$ cat config.mk
export PLATFORM = sky130hd
export DESIGN_NAME = uart_rx_param
export DESIGN_NICKNAME = d
export VERILOG_FILES = /design/src/rtl/uart_rx_param.sv
export SDC_FILE = /design/constraint.sdc
export NUM_CORES = 1
export LEC_CHECK = 0
export CELL_PAD_IN_SITES_DETAIL_PLACEMENT = 1
export CELL_PAD_IN_SITES_GLOBAL_PLACEMENT = 1
export CORE_ASPECT_RATIO = 0.7
export CORE_MARGIN = 2
export CORE_UTILIZATION = 40
export CTS_BUF_LIST = sky130_fd_sc_hd__clkbuf_8 sky130_fd_sc_hd__clkbuf_16
export DETAILED_ROUTE_END_ITERATION = 10
export GPL_ROUTABILITY_DRIVEN = 0
export PLACE_DENSITY_LB_ADDON = 0.1
export REMOVE_ABC_BUFFERS = 1
export SLEW_MARGIN = 20
export SYNTH_ARGS = -nofsm -noshare
export SYNTH_HDL_FRONTEND = slang
export SYNTH_SLANG_ARGS = --single-unit
$ cat constraint.sdc
create_clock -name clk -period 1.85 [get_ports clk]
set_clock_uncertainty 0.2 [all_clocks]
set_input_delay 0.4625 -clock clk [delete_from_list [all_inputs] [get_ports clk]]
set_output_delay 0.4625 -clock clk [all_outputs]
set_load 0.03 [all_outputs]
$ cat src/rtl/uart_rx_param.sv
// Oversampled UART receiver: configurable width/parity/stop, 1-entry output register.
// Optional 2-of-3 majority sampling: define UART_RX_MAJORITY_EN.
module uart_rx_param #(
  parameter int DBIT       = 8,
  parameter int OVERSAMPLE = 16,
  parameter int SB_TICK    = 16,
  parameter int PARITY     = 0
) (
  input  logic            clk,
  input  logic            reset,
  input  logic            s_tick,
  input  logic            rx,
  output logic [DBIT-1:0] rx_dout,
  output logic            rx_valid,
  input  logic            rx_ready,
  output logic            frame_err,
  output logic            parity_err,
  output logic            overrun_err,
  output logic            busy
);

  localparam int SMAX = (OVERSAMPLE > SB_TICK) ? OVERSAMPLE : SB_TICK;
  localparam int SW   = $clog2(SMAX);
  localparam int NW   = $clog2(DBIT);

  localparam logic [SW-1:0] S_LAST = SW'(OVERSAMPLE - 1);
  localparam logic [SW-1:0] S_STOP = SW'(SB_TICK - 1);
  localparam logic [NW-1:0] N_LAST = NW'(DBIT - 1);
  localparam logic          ODD    = (PARITY == 1);

`ifdef UART_RX_MAJORITY_EN
  // Start decision waits one extra tick so the window is centred on mid-bit.
  localparam logic [SW-1:0] S_MID = SW'(OVERSAMPLE / 2);
`else
  localparam logic [SW-1:0] S_MID = SW'(OVERSAMPLE / 2 - 1);
`endif

  typedef enum logic [2:0] {
    IDLE,
    START,
    DATA,
    PAR,
    STOP
  } state_t;

  state_t          state, state_n;
  logic [SW-1:0]   s, s_n;
  logic [NW-1:0]   n, n_n;
  logic [DBIT-1:0] b, b_n;
  logic            perr, perr_n;
  logic            ferr, ferr_n;
  logic            done;
  logic            rx_q, rx_s, rx_prev;
  logic            sample;

  always_ff @(posedge clk or posedge reset) begin
    if (reset) begin
      rx_q    <= 1'b1;
      rx_s    <= 1'b1;
      rx_prev <= 1'b1;
    end else begin
      rx_q    <= rx;
      rx_s    <= rx_q;
      rx_prev <= rx_s;
    end
  end

`ifdef UART_RX_MAJORITY_EN
  // Window = {ticks point-1, point} from history plus the current tick.
  logic [1:0] hist;

  always_ff @(posedge clk or posedge reset) begin
    if (reset) begin
      hist <= 2'b11;
    end else if (s_tick) begin
      hist <= {hist[0], rx_s};
    end
  end

  assign sample = (hist[1] & hist[0]) |
                  (hist[1] & rx_s) |
                  (hist[0] & rx_s);
`else
  assign sample = rx_s;
`endif

  always_ff @(posedge clk or posedge reset) begin
    if (reset) begin
      state <= IDLE;
      s     <= '0;
      n     <= '0;
      b     <= '0;
      perr  <= 1'b0;
      ferr  <= 1'b0;
    end else begin
      state <= state_n;
      s     <= s_n;
      n     <= n_n;
      b     <= b_n;
      perr  <= perr_n;
      ferr  <= ferr_n;
    end
  end

  always_comb begin
    state_n = state;
    s_n     = s;
    n_n     = n;
    b_n     = b;
    perr_n  = perr;
    ferr_n  = ferr;
    done    = 1'b0;
    unique case (state)
      IDLE: begin
        if (rx_prev && !rx_s) begin
          state_n = START;
          s_n     = '0;
        end
      end
      START: begin
        if (s_tick) begin
          if (s == S_MID) begin
            if (sample) begin
              state_n = IDLE;
              s_n     = '0;
            end else begin
              state_n = DATA;
              s_n     = '0;
              n_n     = '0;
              perr_n  = 1'b0;
              ferr_n  = 1'b0;
            end
          end else begin
            s_n = s + 1'b1;
          end
        end
      end
      DATA: begin
        if (s_tick) begin
          if (s == S_LAST) begin
            s_n = '0;
            b_n = {sample, b[DBIT-1:1]};
            if (n == N_LAST) begin
              state_n = (PARITY != 0) ? PAR : STOP;
            end else begin
              n_n = n + 1'b1;
            end
          end else begin
            s_n = s + 1'b1;
          end
        end
      end
      PAR: begin
        if (s_tick) begin
          if (s == S_LAST) begin
            perr_n  = sample ^ (^b) ^ ODD;
            s_n     = '0;
            state_n = STOP;
          end else begin
            s_n = s + 1'b1;
          end
        end
      end
      STOP: begin
        if (s_tick) begin
          if (s == S_LAST) begin
            ferr_n = ~sample;
          end
          if (s == S_STOP) begin
            done    = 1'b1;
            state_n = IDLE;
            s_n     = '0;
          end else begin
            s_n = s + 1'b1;
          end
        end
      end
      default: begin
        state_n = IDLE;
        s_n     = '0;
      end
    endcase
  end

  // Output register: a completed frame is dropped if the held word is not taken.
  always_ff @(posedge clk or posedge reset) begin
    if (reset) begin
      rx_dout     <= '0;
      rx_valid    <= 1'b0;
      frame_err   <= 1'b0;
      parity_err  <= 1'b0;
      overrun_err <= 1'b0;
    end else if (done) begin
      if (!rx_valid || rx_ready) begin
        rx_dout     <= b;
        rx_valid    <= 1'b1;
        frame_err   <= ferr_n;
        parity_err  <= perr;
        overrun_err <= 1'b0;
      end else begin
        overrun_err <= 1'b1;
      end
    end else if (rx_valid && rx_ready) begin
      rx_valid    <= 1'b0;
      frame_err   <= 1'b0;
      parity_err  <= 1'b0;
      overrun_err <= 1'b0;
    end
  end

  assign busy = (state != IDLE);

endmodule
=== Word-level counts from Yosys, hierarchy flattened ===
Cells that the tools add are included.

* Multiply operators: 0
* Equal/unequal tests: 21
* Bitwise gates (word level): 2
* Add/sub/neg operators: 2
* Magnitude comparators: 0
* Muxes and demuxes: 49
* Reduce and logical (&&, ||, !) cells: 19
* Shift-type cells: 0
* Divide/modulo/power cells: 0

{| class="wikitable"
|+ Operator list
! operator !! number
|-
| 3-bit two-way mux || 16
|-
| 2-bit inequality test (second input constant) || 12
|-
| 1-bit two-way mux || 22
|-
| 4-bit two-way mux || 5
|-
| 3-bit case mux with 5 select lines || 1
|-
| 4-bit case mux with 3 select lines || 1
|-
| 10-bit AND reduction || 1
|-
| 8-bit parity || 1
|-
| 7-bit AND reduction || 1
|-
| 3-bit by 2-bit == test with 1-bit output (second input constant) || 2
|-
| 3-bit == test (second input constant) || 2
|-
| 3-bit case mux with 2 select lines || 1
|-
| 3-bit AND reduction || 2
|-
| 6-bit AND reduction || 1
|-
| 2-bit nonzero test || 3
|-
| 4-bit by 1-bit adder with 4-bit output (second input constant) || 1
|-
| 4-bit by 3-bit == test with 1-bit output (second input constant) || 1
|-
| 4-bit == test (second input constant) || 1
|-
| 2-bit by 1-bit inequality test with 1-bit output (second input constant) || 2
|-
| 1-bit case mux with 2 select lines || 2
|-
| 2-bit AND reduction || 2
|-
| 3-bit by 1-bit adder with 3-bit output (second input constant) || 1
|-
| 3-bit by 1-bit == test with 1-bit output (second input constant) || 1
|-
| 3-bit zero test || 1
|-
| other kinds (8) || 10
|}

* Output and inout port bits: 13
* Logic and storage cells: 107
* Latch bits: 0
* Flip-flop bits (word level): 35
* Memories kept: 0
* ROM bits: 0
* Memory bits (writable): 0
* Bits of input ports: 5

=== Logic depth before layout (Yosys ltp) ===
* Depth after elaboration: 6
* Depth in mapped cells: 6
* Gate-level depth less buffers: 6

=== Worst setup path before layout ===
No wires, ideal clock.

* Kind: register to register
* Start: register state[1]
* End: register rx_dout[0]
* Data arrival time: 1632 ps
* Path buffers: 1
* Slack: -106 ps
* Data required time: 1525 ps
* Library setup time: 125 ps
* Period minus slack after synthesis: 1956 ps
* Cell stages (with the launch flop): 6
* Path through: dfrtp_1 -> or3b_2 -> nor2_1 -> and2_1 -> buf_4 -> mux2_2

* Cells in the longest elaborated chain, start to end: 3

{| class="wikitable"
|+ RTL lines
! what !! line !! source
|-
| start, declared || 46 || <nowiki>state_t state, state_n;</nowiki>
|-
| start signal, assigned || 96 || <nowiki>state <= state_n;</nowiki>
|-
| 3-bit == test || 113 || <nowiki>unique case (state)</nowiki>
|-
| 1-bit two-way mux || 113 ||
|-
| 2-bit AND reduction (no line) || n/a ||
|-
| end signal, assigned || 188 || <nowiki>rx_dout <= '0;</nowiki>
|-
| end signal, assigned || 195 || <nowiki>rx_dout <= b;</nowiki>
|-
| end, declared || 13 || <nowiki>output logic [DBIT-1:0] rx_dout,</nowiki>
|}

Every way passes these cells.
A chain may end at the register's enable or synchronous reset.

=== Worst setup path after layout ===
* Start: register rx_prev
* End: register s[0]

* Cells in the longest elaborated chain, start to end: 3

{| class="wikitable"
|+ RTL lines
! what !! line !! source
|-
| start, declared || 53 || <nowiki>logic rx_q, rx_s, rx_prev;</nowiki>
|-
| start signal, assigned || 64 || <nowiki>rx_prev <= rx_s;</nowiki>
|-
| 1-bit logical AND || 115 || <nowiki>if (rx_prev && !rx_s) begin</nowiki>
|-
| 2-bit inequality test (no line) || n/a ||
|-
| 3-bit AND reduction (no line) || n/a ||
|-
| end signal, assigned || 97 || <nowiki>s <= s_n;</nowiki>
|-
| end, declared || 47 || <nowiki>logic [SW-1:0] s, s_n;</nowiki>
|}

Every way passes these cells.

==> flow_summary.toml <==
[clock_tree]
clockRootBuffer = "clkbuf_8"
clk_pin_slew_ns = 0.07
hold_buffers = 0
htreeDepth = 2
clock_latency_ns = 0.29
cts_tree = "built"
numCtsBuffers = 5
numClockSinks = 34
cts_buffer_depth = 2

[timing]
relSlewSlack = 0.785
timing.final.ws_setup_ns = -0.0792
drv_slew = 0
tns_ns = -0.256
max_clock_freq_mhz = 518
fin_crit_ns = 1.93
post-route-period-util = 1.04
worstMarginPinSlew_ns = 0.320
hold_viol = 0
rsz0062_at_grt = "true"
whs_ns = 0.166
final-setup-viol-count = 9

[floorplan]
start_util = 0.421
dieArea_mm2 = 0.00472
io_pins = 18
core-area_mm2 = 0.00397
die_w_um = 81.2
rows = 19
die_h_um = 58.1

[yosys]
synth_ff_type = "dfrtp_1"
synth_cell_type_count = 39
synth_top_area_share = 0.464
netlist_top_cells_area = "dfrtp_1, mux2_2, dfstp_2"
async_flop_share = 1.00
synth_area_mm2 = 0.00167
avgSynthCellArea_um2 = 11.5
synth_edf_count = 0
syn_inst = 145
synth_top_cell_by_area = "dfrtp_1"
yosys_warnings = 0
ys_ff_latch = 34
ys_seq_area_frac = 0.512

[finish]
diodes = 0
layout_commonest_cell = "dfrtp_1"
drive_above_1_share = 0.401
final_nets = 199
regArea_um2 = 856
mostFrequentLayoutCells = "dfrtp_1, buf_4, mux2_4"
fillers = 426
area_growth_pct = 38.1
fin_util = 0.581
multi_input_area_um2 = 895
stdcell_area_mm2 = 0.00231

[hold_path]
min_to = "rx_s"
min_path_cells = 0
hold_start = "rx_q"
worstHoldPathType = "reg -> reg"

[pwr]
seqPwrFrac = 0.436
switchingPower_mw = 0.677
pwr-share-clk = 0.260
p_leak_nw = 1.13
p_sw_frac = 0.327
ir_drop_mv = 0.554
p_int_mw = 1.39
cellPowerDensity_mw_per_mm2 = 898
combPwrFrac = 0.304

[critical_path]
cpPeakStageDelay_ns = 0.53
end_kind = "register"
cp_cell_sequence = "or4b_4 -> a31o_4 -> buf_6 -> mux2_4"
crit_buf_inv = 1
rr_startpoint = "rx_prev"
path_delay_family = "flip-flops"
path_class = "reg -> reg"
crit_arrival_ns = 1.89
cp_max_fo = 3
cp_slowest_cell = "dfstp_2"
timing.reg2reg.setup_slack_ns = -0.08
r2r.worst_path.cells = 4
cp-start-kind = "register"
reg2reg_to = "s[0]"
crit_required_ns = 1.81

[place]
portBuffers = 17
hpwl_mm = 2.91
placed_area_mm2 = 0.00205

[detailed_routing]
dr.pass1.iters = 6
routed_wl_mm = 4.37
viasPerCell = 5.26
dr.first_iter.drc_count = 102
vias = 1283
antenna_left = 0
wl_per_cell_um = 17.9
drc = 0

[global_route]
grt_pass1_wl_mm = 7.13
grt_start_max_net_pins = 14
track_usage = 0.207
first_global_vias = 1394
grt-ovfl-total = 0
grt_antenna_before_repair = 0

[job]
max-cap-violations = 0

[run_status]
outcome = "finished with violations"
violations = "setup timing"
-- cells in the mapped netlist (all sizes together) (4+ instances only) --
library cell / n
dfrtp: 31
mux2: 18
nand2: 13
o21ai: 8
nand3: 7
buf: 6
inv: 6
xnor2: 6
nor2: 5
a22o: 4
nand2b: 4
-- flip-flops by register name, summed over array words and instances, names as in the netlist --
signal	flops
b	8
rx_dout	8
s	4
n	3
state	3
frame_err	1
overrun_err	1
parity_err	1
perr	1
rx_prev	1
rx_q	1
rx_s	1
rx_valid	1
-- cells by family after synthesis --
group | count (synthesis) | synth area share
AND/OR/NAND/NOR | 44 | 0.142
flip-flops | 34 | 0.512
AO/OA/AOI/OAI | 22 | 0.0929
multiplexers | 20 | 0.133
buffers and inverters | 13 | 0.0419
XOR/XNOR | 9 | 0.0554
adder cells (fa/ha/maj) | 3 | 0.0225
-- worst reg2reg max path, cell delays in order (launching register included) --
cell     delay, ns
dfstp_2       0.53
or4b_4        0.46
a31o_4        0.25
buf_6         0.11
mux2_4        0.25
-- metal layers --
layer / share of wire / track usage / vias to the layer above
li1: - / - / 604
met1: 0.51 / 0.291 / 639
met2: 0.45 / 0.318 / 35
met3: 0.035 / 0.0467 / 5
met4: 0.011 / 0.0726 / 0
met5: 0 / 0 / -
-- how the worst max path moves through the flow --
stage	from	end	slack [ns]	cells past startpoint
2_1_floorplan	state[1]	rx_dout[0]	-0.28	4
3_3_place_gp	s_tick	rx_dout[0]	-0.37	6
3_5_place_dp	s_tick	b[4]	-0.40	6
4_1_cts	rx_prev	s[0]	-0.08	4
5_1_grt	rx_prev	s[0]	-0.10	4
6_report	rx_prev	s[0]	-0.08	4
-- stage by stage --
stage / worst slack, ns / power (mW) / instances
after floorplan: -0.281 / 1.20 / 138
final: -0.0792 / 2.07 / 244
after detailed placement: -0.404 / 1.44 / 231
after CTS: -0.0761 / 2.03 / 243
after global routing: -0.103 / 2.20 / 244
after global placement: -0.366 / 1.41 / 231
-- layout make-up --
cell class | count | area share
Timing Repair Buffer | 45 | 0.165
Inverter | 6 | 0.00977
Clock buffer | 5 | 0.0298
Multi-Input combinational cell | 99 | 0.388
Tap cell | 52 | 0.0282
Clock inverter | 3 | 0.00814
Sequential cell | 34 | 0.371
-- repair_timing --
action / in CTS / in global routing
resized for setup: 32 / 26
pin swaps: 8 / 10
setup endpoints to repair: 38 / 26
setup buffers: 5 / 1
cloned: 1 / 0
-- power by group through the flow --
| stage | sequential [mW] | combinational (mW) | clock [mW] |
|---|---|---|---|
| after floorplan | 0.918 | 0.286 | 0 |
| after global placement | 0.898 | 0.509 | 0 |
| after detailed placement | 0.906 | 0.535 | 0 |
| after CTS | 0.893 | 0.588 | 0.553 |
| after global routing | 0.914 | 0.691 | 0.593 |
| final | 0.903 | 0.630 | 0.539 |
No activity file was read; power rests on OpenSTA's default activity.
==> patch 1: new RTL, same settings <==
`PARITY`: 0 -> 1.
--- a/src/rtl/uart_rx_param.sv
+++ b/src/rtl/uart_rx_param.sv
@@ -4,7 +4,7 @@
   parameter int DBIT       = 8,
   parameter int OVERSAMPLE = 16,
   parameter int SB_TICK    = 16,
-  parameter int PARITY     = 0
+  parameter int PARITY     = 1
 ) (
   input  logic            clk,
   input  logic            reset,
Check against the original RTL: same outputs for any inputs over 10 cycles, from zero or initial values and one cycle with reset high; that may be too few to reach the edited logic, so the function may still have changed.
==> patch 1 against the original RTL <==
  * Setup slack better by 0.096 ns
  * Power up 11%
  * Sequential share of layout area is 1.6 points higher
  * Sequential cell count unchanged
  * Design area shrank 4.4%
  * Combinational power is 31% higher
  * Routed wire length fell by 10%
  * Synthesized area is 2.2% higher
  * Critical path type is now register to output port
==> patch 1: results (changes against the original RTL) <==
dpl cell area: 2022 um^2 (was 2051 um^2)
DR vias/cell: 5.226 (was 5.258)
met3 WL post-DR: 132 um (was 151 um)
Cell Int Power: 0.001502 W (was 0.001395 W)
worst setup margin: 0.01729 ns (was -0.07920 ns)
Slowest-stage cell, CP: dfrtp_1 (was dfstp_2)
Leakage Power: 1.077 nW (was 1.130 nW)
Initial DRC Count: 45 (was 102)
Worst Tran Pin Value: 0.4613 ns (was 0.3199 ns)
GRT met1 Usage: 0.2559 (was 0.2909)
status: finished clean (was complete, but fails checks)
first-pass GRT wire length: 6423 um (was 7134 um)
DR WL met2: 1748 um (was 1956 um)
DP HPWL: 2769 um (was 2911 um)
met2 Track Usage GR: 0.2718 (was 0.3176)
Setup WS pre-CTS: -0.3628 ns (was -0.4038 ns)
R2R setup slack: 0.04 ns (was -0.08 ns)
fraction of cell area in non-clock buffers: 0.1442 (was 0.1649)
share of layout cells above drive strength 1: 0.3497 (was 0.4010)
Worst VDD drop: 0.5240 mV (was 0.5541 mV)
post-synthesis sequential area ratio: 0.5004 (was 0.5116)
clock power share: 0.245 (was 0.260)
Synth Area in Compound Gates: 0.09304 (was 0.09288)
FF-to-FF Start: state[0]$_DFFE_PP0P_ (was rx_prev$_DFF_PP1_)
vias in the first global route: 1305 (was 1394)
gr usage total: 0.1842 (was 0.2071)
Logic power comb: 0.000823 W (was 0.000630 W)
multiplexer share of the synthesized area: 0.1480 (was 0.1333)
Seq/total area: 0.3876 (was 0.3711)
met3 Usage GRT: 0.04908 (was 0.04673)
Clock-cell share: 0.04143 (was 0.03798)
Synth Area in XOR/XNOR: 0.04908 (was 0.05543)
==> patch 1: timing repair <==
action                                  CTS  global route
cloned                                    0             1
hold endpoints to repair                  0             0
buffers inserted                          0             3
resized for setup                        24             7
pin swaps                                 2             4
endpoints found under the setup margin   25            23
==> patch 1: worst min-delay path by stage <==
stage | end | slack (ns) | cells past startpoint
2_1_floorplan | rx_s$_DFF_PP1_ | 0.15 | 0
3_3_place_gp | rx_s$_DFF_PP1_ | 0.15 | 0
3_5_place_dp | rx_s$_DFF_PP1_ | 0.15 | 0
4_1_cts | rx_s$_DFF_PP1_ | 0.16 | 0
5_1_grt | rx_s$_DFF_PP1_ | 0.16 | 0
6_report | rx_s$_DFF_PP1_ | 0.16 | 0
==> patch 1: worst max-delay path, delay by kind of cell, from the launching register on <==
family / cells / cell delay, ns
buffers and inverters: 2 / 0.30
and+or+nand+nor: 2 / 0.18
DFF: 1 / 0.40
==> patch 2: new RTL, config.mk and constraints unchanged <==
Without the edit above. Re-encode `state_t` (5 states) as one-hot, 5 bits wide.
--- a/src/rtl/uart_rx_param.sv
+++ b/src/rtl/uart_rx_param.sv
@@ -35,12 +35,12 @@
   localparam logic [SW-1:0] S_MID = SW'(OVERSAMPLE / 2 - 1);
 `endif
 
-  typedef enum logic [2:0] {
-    IDLE,
-    START,
-    DATA,
-    PAR,
-    STOP
+  typedef enum logic [4:0] {
+    IDLE  = 5'b00001,
+    START = 5'b00010,
+    DATA  = 5'b00100,
+    PAR   = 5'b01000,
+    STOP  = 5'b10000
   } state_t;
 
   state_t          state, state_n;
Formal check against the unedited RTL: same outputs for any inputs over 10 cycles, from zero or initial values and one cycle with reset high; not proved beyond that.
==> patch 2 against the original RTL <==
  * The run still ends with setup timing left
  * Count of clock-buffer cells in the layout unchanged
  * Synthesized area fell by 2.6%
  * Setup slack got worse by 0.39 ns
  * Sequential cell count is the same
  * Routed wire length increased by 58%
  * Global-route usage grew 2.0 points
  * Core utilization grew 12 points
  * Fmax fell by 17%
  * Design area is 19% higher
  * Critical path depth is 1 higher
  * Critical path type unchanged
Power is not compared: it rests on default switching activity, and its combinational part moved more than twofold at a synthesized area within 25%.
==> patch 2: results (changes against the original RTL) <==
status: complete, but fails checks (unchanged)
failing checks: setup timing (unchanged)
Crit Path Max Fanout: 6 (was 3)
Seq/total area: 0.3124 (was 0.3711)
Final nets: 218 (was 199)
share of layout cells above drive strength 1: 0.5877 (was 0.4010)
crit path DAT: 2.30 ns (was 1.89 ns)
Setup WS pre-CTS: -0.4608 ns (was -0.4038 ns)
dpl cell area: 2117 um^2 (was 2051 um^2)
FF-to-FF End: state[2]$_DFFE_PP0P_ (was s[0]$_DFFE_PP0P_)
I/O Buffers: 16 (was 17)
Worst VDD drop: 1.182 mV
commonest cells in the netlist: dfrtp_1 (30), mux2_2 (16), inv_1 (14), o21ai_0 (11) (was dfrtp_1 (31), mux2_2 (18), nand2_1 (13), nand3_1 (7), o21ai_0 (7))
Mapped Area: 1627 um^2 (was 1670 um^2)
post-synthesis sequential area ratio: 0.5262 (was 0.5116)
R2R setup slack: -0.47 ns (was -0.08 ns)
Slowest-stage cell, CP: or4b_4 (was dfstp_2)
fraction of area in multi-input gates: 0.3552 (was 0.3880)
fill count: 365 (was 426)
gr usage total: 0.2267 (was 0.2071)
fraction of cell area in non-clock buffers: 0.2397 (was 0.1649)
multi-input logic cell count: 83 (was 99)
DR WL met2: 3342 um (was 1956 um)
Longest Clk Path Bufs: 2 (unchanged)
cell family with most CP delay: compound AO/OA/AOI/OAI gates (was flip-flops)
storage element area: 859.6 um^2 (was 855.8 um^2)
# Post-CTS Setup Buffers: 12 (was 5)
DP HPWL: 2907 um (was 2911 um)
final setup fails: 31 (was 9)
largest net degree at the start of global routing: 35 (was 14)
met2 Track Usage GR: 0.3714 (was 0.3176)
distinct cell type count after synthesis: 43 (was 39)
worst reg2reg path depth: 5 (was 4)
Initial DRC Count: 89 (was 102)
met3 WL post-DR: 292 um (was 151 um)
GRT met1 Usage: 0.2951 (was 0.2909)
DR vias/cell: 5.525 (was 5.258)
Regs by FF count: b: 8 flops, rx_dout: 8 flops (was b: 8 flops, rx_dout: 8 flops, s: 4 flops)
met3 Usage GRT: 0.05854 (was 0.04673)
cts repair resizes: 51 (was 32)
Clock-cell share: 0.05002 (was 0.03798)
worst setup margin: -0.4706 ns (was -0.07920 ns)
Crit. Startpoint: state[1]$_DFFE_PP0P_ (was rx_prev$_DFF_PP1_)
DR pass1 iterations: 4 (was 6)
top cells by area, synth: dfrtp_1 (46%), mux2_2 (11%), dfstp_2 (6.5%), o21ai_0 (3.4%), inv_1 (3.2%) (was dfrtp_1 (46%), mux2_2 (12%), dfstp_2 (4.7%), xnor2_1 (3.1%), nand2_1 (2.9%))
inverters: 14 (was 6)
==> patch 2: changes by cell type in the layout (fill, tap and decap cells not counted), moves of 4 or more <==
| cell | delta |
|---|---|
| buf_4 | +16 |
| buf_6 | +8 |
| inv_1 | +5 |
| nand2_1 | -7 |
| nand3_1 | -6 |
| o21ai_4 | +4 |
| xnor2_1 | -6 |
==> patch 2: logic make-up (layout without fill, tap and decap cells) <==
family,after synthesis,after routing,synth area share
mux,21,21,0.1438
flops,34,34,0.5262
other cells,1,1,0.002305
xor+xnor,1,1,0.005386
fa+ha+maj,3,3,0.02308
simple gates,29,29,0.1092
compound gates,28,28,0.1392
buf+inv,17,94,0.05077
==> patch 2: metrics by stage <==
step / setup TNS (ns) / hold slack (ns) / cells
floorplan: -4.722 / 0.1452 / 131
global placement: -10.04 / 0.1454 / 235
detailed placement: -11.20 / 0.1469 / 235
CTS: -7.628 / 0.1579 / 254
global route: -11.79 / 0.1770 / 263
finish: -10.25 / 0.1698 / 263
